===== src/rtl/reg_bank_pkg.sv =====
// ---------------------------------------------------------------------------
// reg_bank_pkg
// Shared types and constants for the write-back register bank:
//   reg_idx_t     5-bit register index
//   REG_ZERO      hard-wired zero register
//   REG_SP        stack-pointer register index
//   SP_RESET_VAL  stack-pointer value after reset
//   DATA_W        register / data-port width
// ---------------------------------------------------------------------------
package reg_bank_pkg;

  localparam int DATA_W       = 32;
  localparam int SP_RESET_VAL = 227;

  typedef logic [4:0] reg_idx_t;

  localparam reg_idx_t REG_ZERO = 5'd0;
  localparam reg_idx_t REG_SP   = 5'd29;

  // True for any index other than the hard-wired zero register
  function automatic logic idx_live(input reg_idx_t idx);
    return idx != REG_ZERO;
  endfunction

endpackage


===== src/rtl/reg_scoreboard.sv =====
// ---------------------------------------------------------------------------
// reg_scoreboard
// Pending-result tracker for the register bank. A claim marks a register as
// still owed a long-latency result; a write-back clears it. A claim beats a
// same-cycle write to the same register (the newer producer wins).
// Ports:
//   clk, reset_n          clock, async active-low reset
//   wr_en_i, wr_addr_i    write-back commit (clears pending)
//   claim_en_i, claim_addr_i  long-latency issue (sets pending)
//   rd_addr_a_i/b_i       read-port indices for busy lookup
//   busy_a_o/b_o          combinational: addressed register is pending
//   claim_err_o           registered 1-cycle pulse: claim on a pending register
// ---------------------------------------------------------------------------
module reg_scoreboard
  import reg_bank_pkg::*;
(
  input  logic     clk,
  input  logic     reset_n,
  input  logic     wr_en_i,
  input  logic [4:0] wr_addr_i,
  input  logic     claim_en_i,
  input  logic [4:0] claim_addr_i,
  input  logic [4:0] rd_addr_a_i,
  input  logic [4:0] rd_addr_b_i,
  output logic     busy_a_o,
  output logic     busy_b_o,
  output logic     claim_err_o
);

  logic [31:0] pending_q;
  logic [31:0] pending_d;
  logic        claim_err_q;
  logic        claim_err_d;
  logic        wr_live_s;
  logic        claim_live_s;

  assign wr_live_s    = wr_en_i && idx_live(wr_addr_i);
  assign claim_live_s = claim_en_i && idx_live(claim_addr_i);

  // Next pending vector: clear on write first, then claim overrides
  always_comb begin
    pending_d   = pending_q;
    claim_err_d = 1'b0;
    if (wr_live_s) begin
      pending_d[wr_addr_i] = 1'b0;
    end else begin
      pending_d = pending_d;
    end
    if (claim_live_s) begin
      pending_d[claim_addr_i] = 1'b1;
      // A same-cycle write to the same register retires the old producer,
      // so re-claiming it is legitimate.
      claim_err_d = pending_q[claim_addr_i] &&
                    !(wr_live_s && (wr_addr_i == claim_addr_i));
    end else begin
      claim_err_d = 1'b0;
    end
  end

  // Pending vector and error pulse registers
  always_ff @(posedge clk or negedge reset_n) begin
    if (!reset_n) begin
      pending_q   <= 32'd0;
      claim_err_q <= 1'b0;
    end else begin
      pending_q   <= pending_d;
      claim_err_q <= claim_err_d;
    end
  end

  assign busy_a_o    = idx_live(rd_addr_a_i) && pending_q[rd_addr_a_i];
  assign busy_b_o    = idx_live(rd_addr_b_i) && pending_q[rd_addr_b_i];
  assign claim_err_o = claim_err_q;

endmodule


===== src/rtl/reg_bank_wb.sv =====
// ---------------------------------------------------------------------------
// reg_bank_wb
// Register bank at the end of the write-back path. 32 x DATA_W storage,
// register 0 hard-wired to zero, two registered read ports and a pending
// scoreboard (reg_scoreboard) for long-latency producers.
// Ports:
//   clk, reset_n                 clock, async active-low reset
//   wr_en, wr_addr, wr_data      write-back commit
//   claim_en, claim_addr         mark register pending
//   rd_addr_a/b -> rd_data_a/b   registered reads, 1-cycle latency
//   busy_a/b                     combinational pending flag for read addresses
//   claim_err                    1-cycle pulse: claim hit a pending register
// Build option: define WB_BYPASS_EN to forward same-edge write data to the
// read ports; otherwise reads return the pre-write contents.
// ---------------------------------------------------------------------------
module reg_bank_wb
  import reg_bank_pkg::*;
#(
  parameter int DATA_W   = reg_bank_pkg::DATA_W,
  parameter int SP_IDX   = int'(REG_SP),
  parameter int SP_RESET = SP_RESET_VAL
) (
  input  logic              clk,
  input  logic              reset_n,
  input  logic              wr_en,
  input  logic [4:0]        wr_addr,
  input  logic [DATA_W-1:0] wr_data,
  input  logic              claim_en,
  input  logic [4:0]        claim_addr,
  input  logic [4:0]        rd_addr_a,
  input  logic [4:0]        rd_addr_b,
  output logic [DATA_W-1:0] rd_data_a,
  output logic [DATA_W-1:0] rd_data_b,
  output logic              busy_a,
  output logic              busy_b,
  output logic              claim_err
);

  logic [DATA_W-1:0] regs_q [32];
  logic [DATA_W-1:0] rd_data_a_q;
  logic [DATA_W-1:0] rd_data_b_q;
  logic [DATA_W-1:0] rd_data_a_d;
  logic [DATA_W-1:0] rd_data_b_d;
  logic              wr_live_s;

  assign wr_live_s = wr_en && idx_live(wr_addr);

  // Read-port next values; zero register always reads 0
  always_comb begin
    rd_data_a_d = {DATA_W{1'b0}};
    rd_data_b_d = {DATA_W{1'b0}};
    if (idx_live(rd_addr_a)) begin
      rd_data_a_d = regs_q[rd_addr_a];
    end else begin
      rd_data_a_d = {DATA_W{1'b0}};
    end
    if (idx_live(rd_addr_b)) begin
      rd_data_b_d = regs_q[rd_addr_b];
    end else begin
      rd_data_b_d = {DATA_W{1'b0}};
    end
`ifdef WB_BYPASS_EN
    if (wr_live_s && (wr_addr == rd_addr_a)) begin
      rd_data_a_d = wr_data;
    end else begin
      rd_data_a_d = rd_data_a_d;
    end
    if (wr_live_s && (wr_addr == rd_addr_b)) begin
      rd_data_b_d = wr_data;
    end else begin
      rd_data_b_d = rd_data_b_d;
    end
`else
    rd_data_a_d = rd_data_a_d;
    rd_data_b_d = rd_data_b_d;
`endif
  end

  // Storage array: reset to zero with the stack pointer preloaded
  always_ff @(posedge clk or negedge reset_n) begin
    if (!reset_n) begin
      for (int i = 0; i < 32; i++) begin
        regs_q[i] <= (i == SP_IDX) ? DATA_W'(SP_RESET) : {DATA_W{1'b0}};
      end
    end else if (wr_live_s) begin
      regs_q[wr_addr] <= wr_data;
    end else begin
      regs_q[wr_addr] <= regs_q[wr_addr];
    end
  end

  // Registered read ports
  always_ff @(posedge clk or negedge reset_n) begin
    if (!reset_n) begin
      rd_data_a_q <= {DATA_W{1'b0}};
      rd_data_b_q <= {DATA_W{1'b0}};
    end else begin
      rd_data_a_q <= rd_data_a_d;
      rd_data_b_q <= rd_data_b_d;
    end
  end

  assign rd_data_a = rd_data_a_q;
  assign rd_data_b = rd_data_b_q;

  reg_scoreboard u_scoreboard (
    .clk          (clk),
    .reset_n      (reset_n),
    .wr_en_i      (wr_en),
    .wr_addr_i    (wr_addr),
    .claim_en_i   (claim_en),
    .claim_addr_i (claim_addr),
    .rd_addr_a_i  (rd_addr_a),
    .rd_addr_b_i  (rd_addr_b),
    .busy_a_o     (busy_a),
    .busy_b_o     (busy_b),
    .claim_err_o  (claim_err)
  );

endmodule


===== config.mk =====
export PLATFORM = sky130hd
export DESIGN_NAME = reg_bank_wb
export DESIGN_NICKNAME = d
export VERILOG_FILES = /design/src/rtl/reg_bank_pkg.sv /design/src/rtl/reg_scoreboard.sv /design/src/rtl/reg_bank_wb.sv
export SDC_FILE = /design/constraint.sdc
export NUM_CORES = 2
export LEC_CHECK = 0
export CORE_ASPECT_RATIO = 1.4
export CORE_MARGIN = 4
export CORE_UTILIZATION = 40
export DETAILED_ROUTE_END_ITERATION = 16
export GPL_TIMING_DRIVEN = 0
export HOLD_SLACK_MARGIN = 0.1
export PLACE_DENSITY = 0.58
export SYNTH_ARGS = -nofsm -noshare
export SYNTH_HDL_FRONTEND = slang
export SYNTH_SLANG_ARGS = --single-unit

===== constraint.sdc =====
create_clock -name clk -period 5.75 [get_ports clk]
set_input_delay 1.15 -clock clk [delete_from_list [all_inputs] [get_ports clk]]
set_output_delay 1.15 -clock clk [all_outputs]
set_load 0.05 [all_outputs]

# Word-level counts from Yosys, hierarchy flattened

Cells that the tools add are included.

Output and inout port bits: 67
Bits in latches: 0
Word-level logic and storage cells: 96
Memory bits (read-only): 0
Input port bits: 56
Memory bits (writable): 0
Flip-flop bits (word level): 1121
Memories kept: 0

Eq/ne operators: 1
Divide/modulo/power cells: 0
Add/sub/neg operators: 0
Multiply operators: 0
Reductions and logical operators: 14
Shift-type cells: 0
Muxes and demuxes: 29
Order comparisons: 10
Bitwise operators: 6

Operators by type and width:

| operator                                                               | count |
|---|---|
| 1024-bit bitwise mux                                                   | 2 |
| 1024-bit 2-to-1 mux                                                    | 1 |
| 32-bit binary-select mux with 5-bit select                             | 3 |
| 32-bit 2-to-1 mux                                                      | 11 |
| 32-bit demux with 5-bit select                                         | 1 |
| 32-bit bitwise AND                                                     | 1 |
| 32-bit inverter                                                        | 1 |
| 32-bit bitwise OR                                                      | 1 |
| 5-bit by 6-bit < comparator with 1-bit output (second input constant)  | 4 |
| 5-bit nonzero test                                                     | 4 |
| 6-bit >= comparator (second input constant)                            | 3 |
| 5-bit inverter with 6-bit output                                       | 3 |
| 1-bit binary-select mux with 5-bit select                              | 3 |
| 1-bit demux with 5-bit select                                          | 2 |
| 5-bit by 1-bit >= comparator with 1-bit output (second input constant) | 2 |
| 1-bit logical AND                                                      | 9 |
| 6-bit by 1-bit < comparator with 1-bit output (second input constant)  | 1 |
| 1-bit 2-to-1 mux                                                       | 6 |
| 5-bit == test                                                          | 1 |
| 1-bit zero test                                                        | 1 |

# Logic depth before layout (Yosys ltp)

Depth in word-level cells: 9
Mapped depth: 10
Gate-level depth less buffers: 5

# Cells and area by module

From an unflattened synthesis, not the netlist that was laid out.

Cell total of the unflattened synthesis: 5761
Area total of the unflattened synthesis: 64085.2 sq um

Modules (own cells, without submodules):

| module         | seq. area each (sq um) | instances | area each (sq um) | cells an instance |
|---|---|---|---|---|
| reg_bank_wb    | 27232.4                | 1         | 61845.6           | 5541 |
| reg_scoreboard | 825.8                  | 1         | 2239.6            | 220 |

# Least setup slack after synthesis

Ideal clock, no wire load.

Path kind: input to output
From: in rd_addr_a[1]
To: out busy_a
Setup slack: 1187 ps
Data required time: 4600 ps
Stages on the path: 7
Path buffers: 4
Arrival time: 3413 ps
Path through: clkbuf_1 clkbuf_1 clkbuf_1 clkbuf_1 mux4_2 a22oi_1 a31oi_1

Word-level cells in the longest chain between the ends: 3
Elaborated cells on any way between the ends: 4
Those cells by class: mux: 2; reduce/logical: 2

RTL lines:

| item                                      | RTL line             | text |
|---|---|---|
| start: declaration                        | reg_bank_wb.sv:30    | `input logic [4:0] rd_addr_a,` |
| 1-bit binary-select mux with 5-bit select | reg_scoreboard.sv:71 | `assign busy_a_o = idx_live(rd_addr_a_i) && pending_q[rd_addr_a_i];` |
| 1-bit 2-to-1 mux (not written as such)    | reg_scoreboard.sv:71 |  |
| 1-bit logical AND *                       | reg_scoreboard.sv:71 |  |
| end: declaration                          | reg_bank_wb.sv:34    | `output logic busy_a,` |

Mark *: on every way between the ends. The rest lies on a longest branch, timed or not. The select of a mux whose other input is x is not followed.

# Final worst setup path

Same ends and word-level chain as after synthesis.

==> run_results.csv <==
group,metric,value,unit
die,fp.dieW,349.4,um
setup_path,crit_slowest_cell,"dlygate4sd2_1",
timing,fmax,0.1688,GHz
status,outcome,"finished with violations",
route,drc,0,
synthesis,yosys-top-cells-area,"dfrtp_1 43%, mux4_2 22%, mux2_2 17%",
timing,hold_viol_final,0,
synthesis,synth.net_count,4589,
placement,dp.final_hpwl,209600,um
cts,clk_latency,0.82,ns
timing,tightest_slew,1.620,ns
synthesis,synth_edf_count,0,
route,wl,301700,um
synthesis,synth_common_cells,"1116 x dfrtp_1, 994 x mux2_2, 629 x mux4_2, 392 x mux2i_1, 287 x clkbuf_1",
power,power,0.02973,W
timing,timing.final.ws_setup,-0.1733,ns
die,fp.dieH,486.0,um
min_path,hold_class,"in2async",
cts,cts_tree,"yes",
finish,seqCellArea,0.02806,mm^2
route,drtIter0Drc,6274,
power,ir_worst_vdd,0.0002950,V
setup_path,worstSetupPathType,"in2out",
timing,period_needed,5.923,ns
timing,slew_headroom,-8.033,%
finish,finalNetCount,4835,
finish,fillers,14600,
synthesis,yosysMostFrequentCell,"dfrtp_1",
setup_path,crit_path_end_kind,"output port",
placement,globalplace.congestion,0.9837,
route,postRouteAntennaNets,0,
power,powerDensity,404.7,mW/mm^2
finish,final_layout_size_suffix_gt1_share,43.41,%
status,violations,"max-capacitance violations, max-slew violations, negative setup slack",
cts,cts_buffers,118,
finish,area_growth,12.54,%
route,dr.pass1.iters,8,
setup_path,slowest_delay,0.59,ns
cts,clock_sinks,1121,
synthesis,synth_top_area_share,42.78,%
global_route,grt_max_degree,165,
finish,final_cell_count_no_fill,7019,
synthesis,ys.flop_type,"dfrtp_1",
global_route,grt-ovfl-total,0,
timing,slew_violations,230,
die,rows,175,
cts,clockBufferDepth,3,
synthesis,ys_seq_elements,1121,
power,power.leakage,30.33,nW
cts,cts_hold_buf,0,
global_route,antenna_found_initial,9,
timing,setup_viol,1,
synthesis,syn_avg_cell_area,14.40,um^2
die,initial_core_util,40.23,%
setup_path,cp.required,4.60,ns
placement,numPortBuffers,113,
synthesis,yosys_warnings,0,
synthesis,syn-instance-count,4533,
run,maxCapViolCount,24,
cts,clkTransAtPathRegs,0.06,ns
global_route,grt.total_usage,35.13,%
cts,cts-htree-levels,3,
synthesis,synth_area,0.06528,mm^2
setup_path,path_cells,"clkbuf_1 > clkbuf_2 > clkbuf_2 > clkbuf_4 > mux4_2 > a22oi_1 > a31oi_1 > dlygate4sd2_1",
timing,grt_setup_unrepaired,"false",
die,ioPinCount,123,
setup_path,crit_path_max_fanout,10,
route,vias,49460,
synthesis,synth_area_leader_cell,"dfrtp_1",
setup_path,start_kind,"primary input",
cts,cts_root_buffer,"clkbuf_16",
route,wl_per_cell,42.98,um
finish,multi_input_area,0.03481,mm^2
synthesis,synthDistinctLibCells,52,
setup_path,critPathArrivalTime,4.77,ns
placement,place_inst,6781,
synthesis,yosysSeqAreaShare,42.98,%
timing,finalCritPeriodShare,103.0,%
route,vias_per_cell,7.046,
setup_path,cp_common_cell,"clkbuf_2",
global_route,grt_pass1_vias,49620,
die,dieArea,0.1698,mm^2
die,core,0.1622,mm^2
cts,cts-resized-gates,32,
timing,finalClockSkew,0.05801,ns
cts,postCtsSetupBuffers,0,
synthesis,synth-async-reset-ratio,100.0,%
global_route,grt_pass1_wl,409400,um
==> kinds of logic after synthesis <==
group                     count (synthesis)  synth area share, %
xor gates and xnor gates                  5              0.06710
buffers and inverters                   557                3.747
muxes                                  2015                44.86
AOI/OAI and AO/OA                       636                6.762
and+or+nand+nor                         199                1.579
DFF                                    1121                42.98
==> path summary, 6_finish.rpt <==
path | cells after the start | from | to | slack (ns)
worst min register to register | 1 | u_scoreboard.pending_q[0]$_DFF_PN0_ | u_scoreboard.pending_q[0]$_DFF_PN0_ | 0.49
worst min-delay path | 1 | reset_n | regs_q[154]$_DFFE_PN0P_ | 0.25
worst max-delay path | 8 | rd_addr_a[1] | busy_a | -0.17
worst max register to register | 6 | regs_q[191]$_DFFE_PN0P_ | regs_q[63]$_DFFE_PN0P_ | 3.26
max in group asynchronous | 4 | reset_n | regs_q[176]$_DFFE_PN0P_ | 3.15
min in group clk | 1 | u_scoreboard.pending_q[0]$_DFF_PN0_ | u_scoreboard.pending_q[0]$_DFF_PN0_ | 0.49
==> metrics by stage <==
step | util (%) | instance area, um^2 | setup slack, ns | setup TNS, ns | hold WS (ns)
floorplan | - | 65280 | 1.187 | 0 | 0.4413
global placement | 42.57 | 69070 | -49.59 | - | 0.4589
detailed placement | 42.75 | 69370 | -1.760 | -25.63 | 0.4735
CTS | 45.22 | 73380 | 0.1276 | 0 | 0.2556
global route | 45.26 | 73430 | 0.03135 | 0 | 0.2998
finish | 45.28 | 73460 | -0.1733 | -0.1733 | 0.2528
==> flip-flops by register name, indices dropped and copies added (netlist names) <==
signal	flops
u_scoreboard.pending_q	32
u_scoreboard.claim_err_o	1
rd_data_a	32
regs_q	1024
rd_data_b	32
==> placed cells by master (no fill, tap or decap), types with 5 or more instances in the layout <==
cell type	Yosys	final
inv_1	11	11
buf_16	0	8
nand2_1	37	37
dfstp_2	5	5
nand3_1	14	14
nor3_2	4	6
clkbuf_2	62	92
clkbuf_8	0	34
diode_2	0	20
buf_6	4	6
nor4_1	30	30
o22ai_1	233	233
a211oi_1	30	30
a211o_1	66	66
nor2b_1	12	12
clkinv_2	0	23
clkbuf_16	0	119
o21ai_0	22	22
a22oi_1	163	163
nor2_1	62	60
buf_2	156	147
a31oi_1	98	98
o2bb2ai_1	10	10
nand2b_1	10	10
mux2_2	994	994
buf_1	23	22
bufinv_16	0	6
mux2i_1	392	392
nand4_1	5	5
clkbuf_1	287	279
clkdlybuf4s50_1	0	110
mux4_2	629	629
buf_4	14	24
dfrtp_1	1116	1116
==> worst max-delay path, delay by kind of cell <==
family	cells	cell delay [ns]
compound gates	2	0.62
mux	1	0.34
buf+inv	5	2.61
==> per-layer routing <==
metal | vias to the layer above | track usage, % | wire length (um)
met5 | - | 0.4024 | 151
met4 | 4 | 28.19 | 28770
met3 | 1118 | 11.35 | 32190
met2 | 3484 | 53.15 | 135400
met1 | 26280 | 40.98 | 105200
li1 | 18570 | - | -
==> final cells by class <==
class                      count  area share, %
tap                         2124          3.618
timing repair buffer         126          1.925
multi-input combinational   2855          47.38
sequential                  1121          38.19
antenna                       20        0.06813
clock inverter                38         0.5569
clock buffer                 178          4.818
buffer                       546          3.381
inverter                      11        0.05621
==> power by group <==
group | total [W] | leakage (nW) | internal (W) | switching, W
clock network | 0.00803 | 1.96 | 0.00450 | 0.00353
registers | 0.0126 | 13.9 | 0.0103 | 0.00229
logic | 0.00914 | 14.5 | 0.00496 | 0.00418
Power figures use the tool's default switching activity.
